$ cat config.mk
export PLATFORM = sky130hd
export DESIGN_NAME = alu_issue_ctrl_flat
export DESIGN_NICKNAME = d
export VERILOG_FILES = /design/src/rtl/alu_issue_ctrl_if.sv /design/src/rtl/alu_issue_ctrl.sv /design/src/flat_wrapper.sv
export SDC_FILE = /design/constraint.sdc
export NUM_CORES = 1
export LEC_CHECK = 0
export BUFFER_PORTS_ARGS = -buffer_cell sky130_fd_sc_hd__buf_2
export CAP_MARGIN = 20
export CORE_MARGIN = 4
export CORE_UTILIZATION = 47
export CTS_CLUSTER_SIZE = 20
export DETAILED_ROUTE_END_ITERATION = 16
export GPL_TIMING_DRIVEN = 0
export PLACE_DENSITY = 0.8
export SETUP_SLACK_MARGIN = 0.2
export SKIP_LAST_GASP = 1
export SLEW_MARGIN = 20
export SYNTH_ARGS = -nofsm -noshare
export SYNTH_HDL_FRONTEND = slang
export SYNTH_SLANG_ARGS = --single-unit
export TNS_END_PERCENT = 30
$ cat constraint.sdc
create_clock -name CLK -period 2.2 [get_ports CLK]
set_input_delay 0.44 -clock CLK [delete_from_list [all_inputs] [get_ports CLK]]
set_output_delay 0.44 -clock CLK [all_outputs]
set_load 0.02 [all_outputs]
$ cat src/rtl/alu_issue_ctrl_if.sv
// Operand/select handshake bundle between the decode stage, alu_issue_ctrl and the ALU.
// The DUT connects through the slave modport; the driving environment uses master.
interface alu_issue_ctrl_if;
  logic        IN_VALID;
  logic        IN_READY;
  logic [31:0] INSTR;
  logic [31:0] RS1_DATA;
  logic [31:0] RS2_DATA;
  logic [31:0] PC;
  logic        OUT_VALID;
  logic        OUT_READY;
  logic [31:0] DATA1;
  logic [31:0] DATA2;
  logic [3:0]  SELECT;
  logic [4:0]  RD;
  logic        WB_EN;
  logic        ILLEGAL;

  modport master (
    output IN_VALID, INSTR, RS1_DATA, RS2_DATA, PC, OUT_READY,
    input  IN_READY, OUT_VALID, DATA1, DATA2, SELECT, RD, WB_EN, ILLEGAL
  );

  modport slave (
    input  IN_VALID, INSTR, RS1_DATA, RS2_DATA, PC, OUT_READY,
    output IN_READY, OUT_VALID, DATA1, DATA2, SELECT, RD, WB_EN, ILLEGAL
  );
endinterface

$ cat src/rtl/alu_issue_ctrl.sv
// ID/EX issue stage: decodes RV32 ALU ops into SELECT/DATA1/DATA2 and holds them in a one-entry stage.
// Define ALU_ISSUE_MUL_EN to decode MUL with a MUL_LATENCY-cycle wait (MWAIT) before OUT_VALID.
module alu_issue_ctrl #(
  parameter int unsigned MUL_LATENCY = 3
) (
  input  logic              CLK,
  input  logic              RESETN,
  input  logic              FLUSH,
  alu_issue_ctrl_if.slave   bus
);

  if ((MUL_LATENCY < 1) || (MUL_LATENCY > 15)) begin : g_lat_range
    $error("MUL_LATENCY must be within 1..15");
  end

  typedef enum logic [3:0] {
    SEL_FWD = 4'b0000,
    SEL_ADD = 4'b0001,
    SEL_AND = 4'b0010,
    SEL_OR  = 4'b0011,
    SEL_MUL = 4'b0101,
    SEL_XOR = 4'b0110,
    SEL_SLL = 4'b0111,
    SEL_SRL = 4'b1000,
    SEL_SRA = 4'b1001
  } sel_t;

`ifdef ALU_ISSUE_MUL_EN
  typedef enum logic [1:0] {IDLE, MWAIT, HOLD} state_t;
  localparam logic [3:0] CNT_LOAD = 4'(MUL_LATENCY - 1);
`else
  typedef enum logic [1:0] {IDLE, HOLD} state_t;
`endif

  localparam logic [6:0] OPC_OP    = 7'b0110011;
  localparam logic [6:0] OPC_OPIMM = 7'b0010011;
  localparam logic [6:0] OPC_LUI   = 7'b0110111;
  localparam logic [6:0] OPC_AUIPC = 7'b0010111;

  logic [6:0]  opcode;
  logic [2:0]  funct3;
  logic [6:0]  funct7;
  logic [31:0] imm_i;
  logic [31:0] imm_u;
  logic [31:0] shamt;

  assign opcode = bus.INSTR[6:0];
  assign funct3 = bus.INSTR[14:12];
  assign funct7 = bus.INSTR[31:25];
  assign imm_i  = {{20{bus.INSTR[31]}}, bus.INSTR[31:20]};
  assign imm_u  = {bus.INSTR[31:12], 12'b0};
  assign shamt  = {27'b0, bus.INSTR[24:20]};

  sel_t        dec_sel;
  logic [31:0] dec_d1;
  logic [31:0] dec_d2;
  logic        dec_ok;
`ifdef ALU_ISSUE_MUL_EN
  logic        dec_mul;
`endif

  always_comb begin
    dec_sel = SEL_FWD;
    dec_d1  = '0;
    dec_d2  = '0;
    dec_ok  = 1'b0;
`ifdef ALU_ISSUE_MUL_EN
    dec_mul = 1'b0;
`endif
    case (opcode)
      OPC_OP: begin
        dec_d1 = bus.RS1_DATA;
        dec_d2 = bus.RS2_DATA;
        case (funct7)
          7'b0000000: begin
            dec_ok = 1'b1;
            case (funct3)
              3'b000:  dec_sel = SEL_ADD;
              3'b001:  dec_sel = SEL_SLL;
              3'b100:  dec_sel = SEL_XOR;
              3'b101:  dec_sel = SEL_SRL;
              3'b110:  dec_sel = SEL_OR;
              3'b111:  dec_sel = SEL_AND;
              default: dec_ok  = 1'b0;
            endcase
          end
          7'b0100000: begin
            if (funct3 == 3'b000) begin
              dec_ok  = 1'b1;
              dec_sel = SEL_ADD;
              dec_d2  = ~bus.RS2_DATA + 32'd1;
            end else if (funct3 == 3'b101) begin
              dec_ok  = 1'b1;
              dec_sel = SEL_SRA;
            end
          end
`ifdef ALU_ISSUE_MUL_EN
          7'b0000001: begin
            if (funct3 == 3'b000) begin
              dec_ok  = 1'b1;
              dec_sel = SEL_MUL;
              dec_mul = 1'b1;
            end
          end
`endif
          default: ;
        endcase
      end
      OPC_OPIMM: begin
        dec_d1 = bus.RS1_DATA;
        dec_d2 = imm_i;
        case (funct3)
          3'b000: begin dec_ok = 1'b1; dec_sel = SEL_ADD; end
          3'b100: begin dec_ok = 1'b1; dec_sel = SEL_XOR; end
          3'b110: begin dec_ok = 1'b1; dec_sel = SEL_OR;  end
          3'b111: begin dec_ok = 1'b1; dec_sel = SEL_AND; end
          3'b001: begin
            dec_d2 = shamt;
            if (funct7 == 7'b0000000) begin dec_ok = 1'b1; dec_sel = SEL_SLL; end
          end
          3'b101: begin
            dec_d2 = shamt;
            if (funct7 == 7'b0000000) begin
              dec_ok  = 1'b1;
              dec_sel = SEL_SRL;
            end else if (funct7 == 7'b0100000) begin
              dec_ok  = 1'b1;
              dec_sel = SEL_SRA;
            end
          end
          default: ;
        endcase
      end
      OPC_LUI: begin
        dec_ok  = 1'b1;
        dec_sel = SEL_FWD;
        dec_d2  = imm_u;
      end
      OPC_AUIPC: begin
        dec_ok  = 1'b1;
        dec_sel = SEL_ADD;
        dec_d1  = bus.PC;
        dec_d2  = imm_u;
      end
      default: ;
    endcase
    // Unsupported encodings still flow through the stage, but with zeroed operands.
    if (!dec_ok) begin
      dec_sel = SEL_FWD;
      dec_d1  = '0;
      dec_d2  = '0;
`ifdef ALU_ISSUE_MUL_EN
      dec_mul = 1'b0;
`endif
    end
  end

  state_t      state_q, state_d;
  logic        valid_q, valid_d;
  logic [31:0] data1_q, data1_d;
  logic [31:0] data2_q, data2_d;
  logic [3:0]  sel_q,   sel_d;
  logic [4:0]  rd_q,    rd_d;
  logic        wb_q,    wb_d;
  logic        ill_q,   ill_d;
  logic        in_ready;
  logic        accept;
`ifdef ALU_ISSUE_MUL_EN
  logic [3:0]  cnt_q,   cnt_d;
`endif

  always_comb begin
    state_d  = state_q;
    valid_d  = valid_q;
    data1_d  = data1_q;
    data2_d  = data2_q;
    sel_d    = sel_q;
    rd_d     = rd_q;
    wb_d     = wb_q;
    ill_d    = ill_q;
`ifdef ALU_ISSUE_MUL_EN
    cnt_d    = cnt_q;
`endif
    in_ready = !FLUSH && ((state_q == IDLE) || ((state_q == HOLD) && bus.OUT_READY));
    accept   = bus.IN_VALID && in_ready;

    if (FLUSH) begin
      state_d = IDLE;
      valid_d = 1'b0;
`ifdef ALU_ISSUE_MUL_EN
      cnt_d   = '0;
`endif
    end else if (accept) begin
      data1_d = dec_d1;
      data2_d = dec_d2;
      sel_d   = dec_sel;
      rd_d    = bus.INSTR[11:7];
      wb_d    = dec_ok;
      ill_d   = !dec_ok;
`ifdef ALU_ISSUE_MUL_EN
      if (dec_mul && (MUL_LATENCY > 1)) begin
        state_d = MWAIT;
        valid_d = 1'b0;
        cnt_d   = CNT_LOAD;
      end else
`endif
      begin
        state_d = HOLD;
        valid_d = 1'b1;
      end
    end else begin
      case (state_q)
        HOLD: begin
          if (bus.OUT_READY) begin
            state_d = IDLE;
            valid_d = 1'b0;
          end
        end
`ifdef ALU_ISSUE_MUL_EN
        // Leaving on the zero count (not one) lands OUT_VALID exactly MUL_LATENCY edges after accept.
        MWAIT: begin
          if (cnt_q == 4'd0) begin
            state_d = HOLD;
            valid_d = 1'b1;
          end else begin
            cnt_d = cnt_q - 4'd1;
          end
        end
`endif
        default: ;
      endcase
    end
  end

  always_ff @(posedge CLK or negedge RESETN) begin
    if (!RESETN) begin
      state_q <= IDLE;
      valid_q <= 1'b0;
      data1_q <= '0;
      data2_q <= '0;
      sel_q   <= '0;
      rd_q    <= '0;
      wb_q    <= 1'b0;
      ill_q   <= 1'b0;
    end else begin
      state_q <= state_d;
      valid_q <= valid_d;
      data1_q <= data1_d;
      data2_q <= data2_d;
      sel_q   <= sel_d;
      rd_q    <= rd_d;
      wb_q    <= wb_d;
      ill_q   <= ill_d;
    end
  end

`ifdef ALU_ISSUE_MUL_EN
  always_ff @(posedge CLK or negedge RESETN) begin
    if (!RESETN) begin
      cnt_q <= '0;
    end else begin
      cnt_q <= cnt_d;
    end
  end
`endif

  assign bus.IN_READY  = in_ready;
  assign bus.OUT_VALID = valid_q;
  assign bus.DATA1     = data1_q;
  assign bus.DATA2     = data2_q;
  assign bus.SELECT    = sel_q;
  assign bus.RD        = rd_q;
  assign bus.WB_EN     = wb_q;
  assign bus.ILLEGAL   = ill_q;

endmodule

$ cat src/flat_wrapper.sv
// flat-port wrapper written by rule: the top's interface ports become plain ports
module alu_issue_ctrl_flat 
#(
  parameter int unsigned MUL_LATENCY = 3
)
  (CLK, RESETN, FLUSH, bus_IN_VALID, bus_INSTR, bus_RS1_DATA, bus_RS2_DATA, bus_PC, bus_OUT_READY, bus_IN_READY, bus_OUT_VALID, bus_DATA1, bus_DATA2, bus_SELECT, bus_RD, bus_WB_EN, bus_ILLEGAL);
  alu_issue_ctrl_if bus_i ();
  input  logic CLK;
  input  logic RESETN;
  input  logic FLUSH;
  input wire logic [$bits(bus_i.IN_VALID)-1:0] bus_IN_VALID;
  input wire logic [$bits(bus_i.INSTR)-1:0] bus_INSTR;
  input wire logic [$bits(bus_i.RS1_DATA)-1:0] bus_RS1_DATA;
  input wire logic [$bits(bus_i.RS2_DATA)-1:0] bus_RS2_DATA;
  input wire logic [$bits(bus_i.PC)-1:0] bus_PC;
  input wire logic [$bits(bus_i.OUT_READY)-1:0] bus_OUT_READY;
  output wire logic [$bits(bus_i.IN_READY)-1:0] bus_IN_READY;
  output wire logic [$bits(bus_i.OUT_VALID)-1:0] bus_OUT_VALID;
  output wire logic [$bits(bus_i.DATA1)-1:0] bus_DATA1;
  output wire logic [$bits(bus_i.DATA2)-1:0] bus_DATA2;
  output wire logic [$bits(bus_i.SELECT)-1:0] bus_SELECT;
  output wire logic [$bits(bus_i.RD)-1:0] bus_RD;
  output wire logic [$bits(bus_i.WB_EN)-1:0] bus_WB_EN;
  output wire logic [$bits(bus_i.ILLEGAL)-1:0] bus_ILLEGAL;
  assign bus_i.IN_VALID = bus_IN_VALID;
  assign bus_i.INSTR = bus_INSTR;
  assign bus_i.RS1_DATA = bus_RS1_DATA;
  assign bus_i.RS2_DATA = bus_RS2_DATA;
  assign bus_i.PC = bus_PC;
  assign bus_i.OUT_READY = bus_OUT_READY;
  assign bus_IN_READY = bus_i.IN_READY;
  assign bus_OUT_VALID = bus_i.OUT_VALID;
  assign bus_DATA1 = bus_i.DATA1;
  assign bus_DATA2 = bus_i.DATA2;
  assign bus_SELECT = bus_i.SELECT;
  assign bus_RD = bus_i.RD;
  assign bus_WB_EN = bus_i.WB_EN;
  assign bus_ILLEGAL = bus_i.ILLEGAL;
  alu_issue_ctrl #(.MUL_LATENCY(MUL_LATENCY)) u_core (.CLK(CLK), .RESETN(RESETN), .FLUSH(FLUSH), .bus(bus_i));
endmodule
==> flow_summary.json <==
{
  "viasPerCell": 5.87,
  "place.gp.congestion": 0.925,
  "yosys.area.top_type": "dfrtp_1",
  "clk_pin_slew_ns": 0.08,
  "cts_tree": "built",
  "finalMaxSlewViolations": 0,
  "num_rows": 34,
  "crit_chain": "buf_8 -> or4_4 -> or4_4 -> buf_8 -> buf_4 -> o41ai_4 -> xnor2_1 -> a221oi_2 -> o21ai_1",
  "rsz0062_at_grt": "true",
  "antenna_found_initial": 0,
  "cts_buffers": 9,
  "syn_area_um2": 4360,
  "yosys_warnings": 0,
  "cts_htree_levels": 3,
  "outcome": "complete, but fails checks",
  "startpoint_type": "input pin",
  "dieArea_um2": 10900,
  "required_ns": 2.41,
  "grt_max_degree": 48,
  "min_path_type": "input pin to async pin",
  "violations": "negative setup slack",
  "insertion_delay_ns": 0.34,
  "tns_ns": -1.19,
  "first_iter_violations": 422,
  "relSlewSlack_pct": 56.0,
  "cp-end-kind": "register",
  "finalSetupViolCount": 11,
  "placed_area_um2": 5610,
  "drive_above_1_share_pct": 40.2,
  "dp.final_hpwl_um": 11800,
  "grt_pass1_vias": 4813,
  "min_period_ns": 2.38,
  "via_count": 4915,
  "crit_type": "input pin to register",
  "final_nets": 858,
  "clock_sinks": 76,
  "clock_path_buffers": 2,
  "synth_edf_count": 0,
  "critPathSlowestCell": "or4_4",
  "final_common_cell": "buf_2",
  "synthFlopType": "dfrtp_1",
  "critPathMaxFanout": 7,
  "ys_types": 51,
  "syn_nets": 628,
  "grt_pass1_wl_um": 24500,
  "finalHoldViolCount": 0,
  "mostFrequentLayoutCells": "207 x buf_2, 91 x nand2_1, 76 x dfrtp_1",
  "die_h_um": 104,
  "antenna_left": 0,
  "remaining_drc_errors": 0,
  "postSynthAreaPerCell_um2": 8.83,
  "powerDensity_nw_per_um2": 475,
  "antenna_cells": 0,
  "worst_pin_slew_ns": 0.657,
  "grtUsageTotal_pct": 27.5,
  "cts-root-buf": "clkbuf_8",
  "netlist.area_leader.share_pct": 43.6,
  "dpl_worst_slack_ns": -0.876,
  "start_util_pct": 49.0,
  "finalInstanceArea_um2": 6180,
  "area.growth.synth_to_final_pct": 41.6,
  "wl_per_cell_um": 18.6,
  "p_total_uw": 2930,
  "coreArea_um2": 8890,
  "syn_inst": 494,
  "yosys-top-cells-area": "dfrtp_1 44%, nand2_1 7.8%, o21ai_0 7.1%",
  "crit_path_max_incr_delay_ns": 0.52,
  "overflow": 0,
  "cp.arrival_ns": 2.59,
  "seq_area_frac_synth_pct": 43.6,
  "fin_worst_skew_ns": 0.0161,
  "vdd_drop_max_uv": 244,
  "crit_start": "bus_RS2_DATA[10]",
  "die_x_um": 104,
  "ios": 210,
  "worst_slack_ns": -0.178,
  "hold_buffers": 0,
  "synth-seq-cells": 76,
  "cap_violations": 0,
  "synthArstFlopShare_pct": 100,
  "worstReg2RegStart": "u_core.state_q[0]",
  "leakagePower_uw": 0.00289,
  "dr.pass1.iters": 7,
  "fmax_mhz": 421,
  "finalWirelength_um": 15500,
  "io_buffers": 207,
  "finalCritPeriodShare_pct": 108
}
what timing repair did:
item,in CTS,in global routing
setup buffers,7,3
gates cloned,1,0
resized for setup,48,31
pin swaps,34,7
setup endpoints to repair,61,74
cell families after synthesis:
logic type	after synthesis	share of synthesized area, %
adders and majority gates	1	0.287
AOI/OAI and AO/OA	176	27.9
buffers and inverters	41	3.76
and+or+nand+nor	169	18.0
xor gates and xnor gates	27	5.42
DFF	76	43.6
muxes	4	1.00
cell usage after synthesis, types with 7 or more instances:
cell       n
dfrtp_1   76
nand3_1    8
a221oi_1  15
a21oi_1   12
nor3_1     8
a22o_1     7
xnor2_1   23
or3_1      7
nor2_1    20
o21ai_0   62
nand2_1   91
o21ai_1   10
a22oi_1   37
clkbuf_1  34
o31ai_1    8
path summary, 6_finish.rpt:
kind / end / slack [ns] / depth (start not counted)
setup / recovery: u_core.bus.DATA2[26] / -0.18 / 9
hold / removal: u_core.bus.DATA1[21] / 0.02 / 1
setup reg to reg: u_core.bus.DATA2[10] / 0.31 / 8
hold reg to reg: u_core.bus.RD[2] / 0.48 / 2
max in group asynchronous: u_core.bus.DATA2[29] / 1.61 / 2
min in group CLK: u_core.state_q[0] / 0.26 / 2
cell type report:
type / count / area (um2)
sequential: 76 / 1900
inverter: 2 / 7.51
fill: 730 / 2720
timing repair buffer: 219 / 1180
clock buffer: 11 / 141
multi-input combinational: 377 / 2520
buffer: 39 / 224
clock inverter: 5 / 58.8
tap: 108 / 135
stage by stage:
step	hold slack, ns	cells	util [%]
2_1_floorplan	0.144	494	-
4_1_cts	0.0186	834	68.8
3_5_place_dp	0.395	810	63.1
3_3_place_gp	0.454	809	62.7
5_1_grt	0.0339	837	69.5
6_report	0.0187	837	69.5
flip-flops by register name, indices dropped and copies added, names as in the netlist:
register	count
u_core.bus.DATA1	32
u_core.bus.DATA2	32
u_core.bus.RD	5
u_core.bus.SELECT	4
u_core.bus.ILLEGAL	1
u_core.bus.WB_EN	1
u_core.state_q	1
routing by layer:
metal  part of all wire [%]  global-route usage, %  vias up
li1                       -                      -     2299
met1                     40                   34.7     2311
met2                     49                   46.8      275
met3                    9.4                   5.77       30
met4                    2.3                   9.40        0
met5                      0                      0        -
where the power goes:
| part | switching, uW | leakage, uW | internal (uW) | total, uW |
|---|---|---|---|---|
| Clock | 524 | 0.0000959 | 558 | 1080 |
| Sequential | 7.83 | 0.00105 | 1410 | 1420 |
| Combinational | 256 | 0.00175 | 174 | 429 |
| Total | 788 | 0.00289 | 2140 | 2930 |
worst max-delay path: cells and delay by family:
family	cells	cell delay, ns
compound gates	3	0.63
xor+xnor	1	0.14
buf+inv	3	0.39
simple gates	2	0.96
Power figures use the tool's default switching activity.
